## src/rtl/ahb_pkg.sv

```systemverilog
// Shared AHB-Lite encodings, responder FSM states and the byte-lane mask helper
// used by the register-file responder.
package ahb_pkg;

    localparam logic [1:0] HTRANS_IDLE   = 2'b00;
    localparam logic [1:0] HTRANS_BUSY   = 2'b01;
    localparam logic [1:0] HTRANS_NONSEQ = 2'b10;
    localparam logic [1:0] HTRANS_SEQ    = 2'b11;

    localparam logic [2:0] HSIZE_BYTE = 3'b000;
    localparam logic [2:0] HSIZE_HALF = 3'b001;
    localparam logic [2:0] HSIZE_WORD = 3'b010;

    localparam logic HRESP_OKAY  = 1'b0;
    localparam logic HRESP_ERROR = 1'b1;

    typedef enum logic [2:0] {
        ST_IDLE      = 3'd0,
        ST_WAIT      = 3'd1,
        ST_OKAY_LAST = 3'd2,
        ST_ERR1      = 3'd3,
        ST_ERR2      = 3'd4
    } state_t;

    // Byte lanes touched by an aligned access of the given size.
    function automatic logic [3:0] lane_mask(input logic [1:0] addr_lo, input logic [2:0] size);
        logic [3:0] m;
        case (size)
            HSIZE_BYTE: m = 4'b0001 << addr_lo;
            HSIZE_HALF: m = addr_lo[1] ? 4'b1100 : 4'b0011;
            HSIZE_WORD: m = 4'b1111;
            default:    m = 4'b0000;
        endcase
        return m;
    endfunction

endpackage

```

## src/rtl/ahb_slave_ctrl.sv

```systemverilog
// Address-phase capture, transfer classification, response FSM and wait counter
// for the AHB-Lite register-file responder.
module ahb_slave_ctrl
    import ahb_pkg::*;
#(
    parameter logic [31:0] BASE_ADDR   = 32'h0000_0000,
    parameter int          NUM_RW      = 6,
    parameter int          NUM_RO      = 2,
    parameter int          WAIT_STATES = 0,
    parameter int          IDX_W       = 3
) (
    input  logic             i_clk,
    input  logic             i_rst_n,
    input  logic             i_hsel,
    input  logic [31:0]      i_haddr,
    input  logic [1:0]       i_htrans,
    input  logic             i_hwrite,
    input  logic [2:0]       i_hsize,
    input  logic             i_hready,
    output logic             o_hreadyout,
    output logic             o_hresp,
    output logic             o_wr_en,
    output logic             o_rd_en,
    output logic [IDX_W-1:0] o_idx,
    output logic [3:0]       o_mask
);

    localparam int NUM_REGS = NUM_RW + NUM_RO;

    state_t           r_state;
    logic             r_hreadyout;
    logic             r_hresp;
    logic [2:0]       r_wcnt;
    logic [IDX_W-1:0] r_idx;
    logic [1:0]       r_addr_lo;
    logic [2:0]       r_size;
    logic             r_write;

    logic             w_take;
    logic             w_err;
    logic [IDX_W-1:0] w_idx;
    logic             w_misaligned;
    logic             w_unused_ok;

    assign w_unused_ok = i_htrans[0];

    // A new address phase is only meaningful where the previous data phase is completing.
    assign w_take = i_hsel && i_hready && i_htrans[1] &&
                    (r_state != ST_WAIT) && (r_state != ST_ERR1);

    assign w_idx        = i_haddr[IDX_W+1:2];
    assign w_misaligned = ((i_hsize == HSIZE_HALF) && i_haddr[0]) ||
                          ((i_hsize == HSIZE_WORD) && (i_haddr[1:0] != 2'b00));
    assign w_err = (i_haddr[31:IDX_W+2] != BASE_ADDR[31:IDX_W+2]) ||
                   (32'(w_idx) >= NUM_REGS) ||
                   (i_hsize > HSIZE_WORD) ||
                   w_misaligned ||
                   (i_hwrite && (32'(w_idx) >= NUM_RW));

    always_ff @(posedge i_clk or negedge i_rst_n) begin
        if (!i_rst_n) begin
            r_state     <= ST_IDLE;
            r_hreadyout <= 1'b1;
            r_hresp     <= HRESP_OKAY;
            r_wcnt      <= 3'd0;
        end else begin
            case (r_state)
                ST_WAIT: begin
                    if (r_wcnt == 3'd0) begin
                        r_state     <= ST_OKAY_LAST;
                        r_hreadyout <= 1'b1;
                    end else begin
                        r_wcnt <= r_wcnt - 3'd1;
                    end
                end
                ST_ERR1: begin
                    r_state     <= ST_ERR2;
                    r_hreadyout <= 1'b1;
                    r_hresp     <= HRESP_ERROR;
                end
                default: begin
                    if (w_take && w_err) begin
                        r_state     <= ST_ERR1;
                        r_hreadyout <= 1'b0;
                        r_hresp     <= HRESP_ERROR;
                    end else if (w_take && (WAIT_STATES > 0)) begin
                        r_state     <= ST_WAIT;
                        r_hreadyout <= 1'b0;
                        r_hresp     <= HRESP_OKAY;
                        r_wcnt      <= 3'(WAIT_STATES - 1);
                    end else if (w_take) begin
                        r_state     <= ST_OKAY_LAST;
                        r_hreadyout <= 1'b1;
                        r_hresp     <= HRESP_OKAY;
                    end else begin
                        r_state     <= ST_IDLE;
                        r_hreadyout <= 1'b1;
                        r_hresp     <= HRESP_OKAY;
                    end
                end
            endcase
        end
    end

    // Transfer attributes are data; the FSM state alone qualifies them.
    always_ff @(posedge i_clk) begin
        if (w_take) begin
            r_idx     <= w_idx;
            r_addr_lo <= i_haddr[1:0];
            r_size    <= i_hsize;
            r_write   <= i_hwrite;
        end
    end

    assign o_hreadyout = r_hreadyout;
    assign o_hresp     = r_hresp;
    assign o_wr_en     = (r_state == ST_OKAY_LAST) && r_write;
    assign o_rd_en     = (r_state == ST_OKAY_LAST) && !r_write;
    assign o_idx       = r_idx;
    assign o_mask      = lane_mask(r_addr_lo, r_size);

endmodule

```

## src/rtl/ahb_slave_regfile.sv

```systemverilog
// AHB-Lite responder exposing NUM_RW control registers and NUM_RO live status
// registers as a bank of 32-bit words.
module ahb_slave_regfile
    import ahb_pkg::*;
#(
    parameter logic [31:0] BASE_ADDR   = 32'h0000_0000,
    parameter int          NUM_RW      = 6,
    parameter int          NUM_RO      = 2,
    parameter int          WAIT_STATES = 0
) (
    input  logic                     HCLK,
    input  logic                     HRESETN,
    input  logic                     HSEL,
    input  logic [31:0]              HADDR,
    input  logic [1:0]               HTRANS,
    input  logic                     HWRITE,
    input  logic [2:0]               HSIZE,
    input  logic [2:0]               HBURST,
    input  logic [3:0]               HPROT,
    input  logic [31:0]              HWDATA,
    input  logic                     HREADY,
    output logic                     HREADYOUT,
    output logic                     HRESP,
    output logic [31:0]              HRDATA,
    output logic [32*NUM_RW-1:0]     reg_o,
    input  logic [32*NUM_RO-1:0]     ro_i,
    output logic [NUM_RW-1:0]        wr_pulse_o
);

    localparam int NUM_REGS = NUM_RW + NUM_RO;
    localparam int IDX_W    = (NUM_REGS > 1) ? $clog2(NUM_REGS) : 1;

    logic             w_wr_en;
    logic             w_rd_en;
    logic [IDX_W-1:0] w_idx;
    logic [3:0]       w_mask;
    logic [31:0]      w_rdata;
    logic             w_unused_ok;

    logic [31:0]       r_regs [NUM_RW];
    logic [NUM_RW-1:0] r_wr_pulse;

    assign w_unused_ok = ^{HBURST, HPROT};

    ahb_slave_ctrl #(
        .BASE_ADDR   (BASE_ADDR),
        .NUM_RW      (NUM_RW),
        .NUM_RO      (NUM_RO),
        .WAIT_STATES (WAIT_STATES),
        .IDX_W       (IDX_W)
    ) u_ctrl (
        .i_clk       (HCLK),
        .i_rst_n     (HRESETN),
        .i_hsel      (HSEL),
        .i_haddr     (HADDR),
        .i_htrans    (HTRANS),
        .i_hwrite    (HWRITE),
        .i_hsize     (HSIZE),
        .i_hready    (HREADY),
        .o_hreadyout (HREADYOUT),
        .o_hresp     (HRESP),
        .o_wr_en     (w_wr_en),
        .o_rd_en     (w_rd_en),
        .o_idx       (w_idx),
        .o_mask      (w_mask)
    );

    // Commit on the edge that closes the OKAY data phase, lane by lane.
    always_ff @(posedge HCLK or negedge HRESETN) begin
        if (!HRESETN) begin
            for (int i = 0; i < NUM_RW; i++) r_regs[i] <= 32'd0;
            r_wr_pulse <= '0;
        end else begin
            for (int i = 0; i < NUM_RW; i++) begin
                r_wr_pulse[i] <= w_wr_en && (32'(w_idx) == i);
                if (w_wr_en && (32'(w_idx) == i)) begin
                    for (int b = 0; b < 4; b++) begin
                        if (w_mask[b]) r_regs[i][8*b +: 8] <= HWDATA[8*b +: 8];
                    end
                end
            end
        end
    end

    always_comb begin
        w_rdata = 32'd0;
        if (w_rd_en) begin
            for (int i = 0; i < NUM_RW; i++) begin
                if (32'(w_idx) == i) w_rdata = r_regs[i];
            end
            for (int j = 0; j < NUM_RO; j++) begin
                if (32'(w_idx) == NUM_RW + j) w_rdata = ro_i[32*j +: 32];
            end
        end
    end

    for (genvar g = 0; g < NUM_RW; g++) begin : g_reg_out
        assign reg_o[32*g +: 32] = r_regs[g];
    end

    assign HRDATA     = w_rdata;
    assign wr_pulse_o = r_wr_pulse;

endmodule

```

## config.mk

```make
export PLATFORM = sky130hd
export DESIGN_NAME = ahb_slave_regfile
export DESIGN_NICKNAME = d
export VERILOG_FILES = /design/src/rtl/ahb_pkg.sv /design/src/rtl/ahb_slave_ctrl.sv /design/src/rtl/ahb_slave_regfile.sv
export SDC_FILE = /design/constraint.sdc
export NUM_CORES = 1
export LEC_CHECK = 0
export CAP_MARGIN = 15
export CORE_MARGIN = 3
export CORE_UTILIZATION = 49
export CTS_CLUSTER_SIZE = 20
export DETAILED_ROUTE_END_ITERATION = 10
export GPL_TIMING_DRIVEN = 0
export MAX_ROUTING_LAYER = met4
export PLACE_DENSITY = 0.86
export SYNTH_ARGS = -nofsm -noshare
export SYNTH_HDL_FRONTEND = slang
export SYNTH_HIERARCHICAL = 1
export SYNTH_SLANG_ARGS = --single-unit
```

## constraint.sdc

```tcl
create_clock -name HCLK -period 3.3 [get_ports HCLK]
set_input_delay 0.495 -clock HCLK [delete_from_list [all_inputs] [get_ports HCLK]]
set_output_delay 0.495 -clock HCLK [all_outputs]
set_load 0.01 [all_outputs]
```

==> impl_metrics.json <==
{
  "grt_pass1_vias": 9712,
  "grt_max_degree": 120,
  "first_pass_iters": 5,
  "final_nets": 1399,
  "syn_area_mm2": 0.0106,
  "rows": 53,
  "port_buffers": 368,
  "ir_drop_uv": 347,
  "crit_path_end_kind": "primary output",
  "core_area_mm2": 0.0211,
  "cts_buffer_depth": 3,
  "p_int_mw": 5.10,
  "switchingPower_mw": 1.71,
  "worst-path-buf-inv": 4,
  "max_cap_viol_count": 0,
  "yosys-top-cells-area": "dfrtp_1 (49%), mux2_2 (21%), mux4_2 (3.0%)",
  "yosysUniqueCellTypes": 45,
  "fin_crit_sh_pct": 98.0,
  "holdWs_ns": 0.487,
  "multi_input_area_mm2": 0.00505,
  "setup_tns_ns": 0,
  "drv_slew": 0,
  "fin_crit_ns": 3.23,
  "vias": 9246,
  "clk_root_buffer_cell": "clkbuf_16",
  "grt-ovfl-total": 0,
  "die_y_um": 153,
  "crit_top_cell": "buf_4",
  "boundaryPins": 377,
  "area_growth_pct": 49.8,
  "slowest_delay_ns": 0.48,
  "p_total_mw": 6.80,
  "numClockSinks": 215,
  "drt-initial-drc-count": 491,
  "postSynthCellCount": 849,
  "hold_viol": 0,
  "path_depth": 8,
  "crit_fanout": 10,
  "syn_nets": 996,
  "gp_congestion": 0.921,
  "clock-skew-final_ns": 0.00752,
  "drive_above_1_share_pct": 28.2,
  "placed_cells": 1493,
  "dp_slack_ns": -0.369,
  "seq_power_share_pct": 43.4,
  "synth_edf_count": 9,
  "antenna_found_initial": 1,
  "start_util_pct": 50.1,
  "hpwl_um": 28300,
  "layout.area.seq_mm2": 0.00543,
  "yosys.area.top_type": "dfrtp_1",
  "die_area_mm2": 0.0234,
  "run_status": "complete, no violations",
  "final_common_cell": "clkdlybuf4s50_1",
  "clock_power_share_pct": 40.3,
  "power_density_mw_per_mm2": 429,
  "p_leak_nw": 6.77,
  "grt_first_pass_wirelength_um": 59700,
  "ys_ff_latch": 215,
  "routed_wirelength_um": 41100,
  "yosys.area.top_type_share_pct": 48.5,
  "tightest_slew_ns": 0.899,
  "grt_usage_pct": 34.7,
  "hold_path_depth": 1,
  "fillers": 1400,
  "cp_slowest_cell": "clkdlybuf4s50_1",
  "cp.required_ns": 2.80,
  "instances_no_fill": 1546,
  "numCtsBuffers": 24,
  "hp-class": "reg -> reg",
  "crit_path_cell_trace": "buf_4, buf_4, nand2b_4, buf_4, nor2_1, a2111oi_4, o21ai_1, clkdlybuf4s50_1",
  "critPathKind": "reg -> out",
  "cp-start-kind": "flop",
  "via_per_inst": 5.98,
  "drc": 0,
  "clkSlewWorstSetupHoldPaths_ns": 0.06,
  "dieWidth_um": 153,
  "clock_latency_ns": 0.52,
  "synth.avg_cell_area_um2": 12.5,
  "relSlewSlack_pct": 39.2,
  "setup_ws_ns": 0.0671,
  "ys_async_sr_fraction_pct": 95.8,
  "yosys_warnings": 6,
  "reg2reg_depth": 6,
  "mostFrequentLayoutCells": "clkdlybuf4s50_1 (357), dfrtp_1 (205), mux2_2 (195)",
  "synth_top_flop_cell": "dfrtp_1",
  "cts_tree": "yes",
  "fmax_mhz": 309,
  "setup_violations": 0,
  "cp.arrival_ns": 2.74,
  "swShare_pct": 25.1,
  "path_delay_family": "buffers and inverters",
  "h-tree-depth": 1,
  "power_frac_comb_pct": 16.3,
  "wl_per_cell_um": 26.6,
  "ys_seq_area_share_pct": 51.3,
  "ant_nets": 0
}
synth_stat cells, drive strengths merged, types with 2 or more instances:
library cell    n
a21oi          41
inv             9
mux4           14
nand3           4
nor4            8
nor2b          20
ha              2
nand4           2
nand2          50
o31ai           2
nand2b         26
dfrtp         205
buf            27
and3            2
o21ai          66
a2bb2oi         3
mux2          204
o22a            2
nor2           59
a211oi         13
a2111oi        16
edfxtp          9
mux2i          23
clkbuf         14
o22ai          18
sequential cells by signal, summed over array words and instances, names as in the netlist:
register / count
wr_pulse_o: 6
u_ctrl/o_hresp: 1
u_ctrl/r_state: 3
u_ctrl/r_wcnt: 3
reg_o: 192
u_ctrl/o_idx: 3
u_ctrl/r_size: 3
u_ctrl/r_addr_lo: 2
u_ctrl/r_write: 1
u_ctrl/o_hreadyout: 1
kinds of logic after synthesis:
kind of cell | count (synthesis) | synth area share (%)
buf+inv | 50 | 2.56
mux | 241 | 26.9
xor+xnor | 1 | 0.0828
compound gates | 162 | 9.00
simple gates | 178 | 9.93
flops | 215 | 51.3
fa+ha+maj | 2 | 0.237
what timing repair did:
item,CTS,global route
pin swaps,2,4
endpoints found under the setup margin,32,29
hold buffers,1,0
buffers inserted,5,2
endpoints found under the hold margin,11,0
gates resized for setup,65,49
metrics by stage:
step / cell area [µm²] / utilization, %
after floorplan: 10600 / -
after global placement: 14600 / 69.2
after detailed placement: 14600 / 69.4
after CTS: 15700 / 74.4
after global routing: 15800 / 75.1
final: 15800 / 75.1
power by group through the flow:
stage               clock (mW)  combinational (mW)  sequential (mW)
CTS                       2.76                1.10             2.95
detailed placement           0                1.07             2.99
floorplan                    0               0.307             3.03
finish                    2.74                1.11             2.95
global placement             0                1.05             2.98
global route              2.87                1.16             2.97
per-layer routing:
layer	track usage, %	part of all wire [%]
met1	41.1	38
met2	56.9	49
met3	8.49	8.2
met4	14.6	4.3
met5	-	0
path summary, 6_finish.rpt:
kind / slack (ns) / endpoint / from
worst max-delay path: 0.07 / HRDATA[11] / u_ctrl/o_idx[0]$_DFFE_PP_
worst min-delay path: 0.49 / u_ctrl/r_wcnt[0]$_DFFE_PN0P_ / u_ctrl/r_wcnt[0]$_DFFE_PN0P_
worst max register to register: 0.51 / reg_o[190]$_DFFE_PN0P_ / u_ctrl/r_state[1]$_DFFE_PN0N_
worst min register to register: 0.49 / u_ctrl/r_wcnt[0]$_DFFE_PN0P_ / u_ctrl/r_wcnt[0]$_DFFE_PN0P_
max in group asynchronous: 1.67 / reg_o[125]$_DFFE_PN0P_ / HRESETN
min in group asynchronous: 0.56 / reg_o[115]$_DFFE_PN0P_ / HRESETN
final cells by class:
| cell class | instances | area share (%) |
|---|---|---|
| Sequential cell | 215 | 34.3 |
| Multi-Input combinational cell | 584 | 31.9 |
| Timing Repair Buffer | 377 | 24.0 |
| Clock buffer | 41 | 5.09 |
| Buffer | 41 | 2.24 |
| Tap cell | 275 | 2.17 |
| Inverter | 9 | 0.213 |
| Clock inverter | 3 | 0.111 |
| Antenna cell | 1 | 0.0158 |
Note: power is estimated with default switching activity, not from simulation.
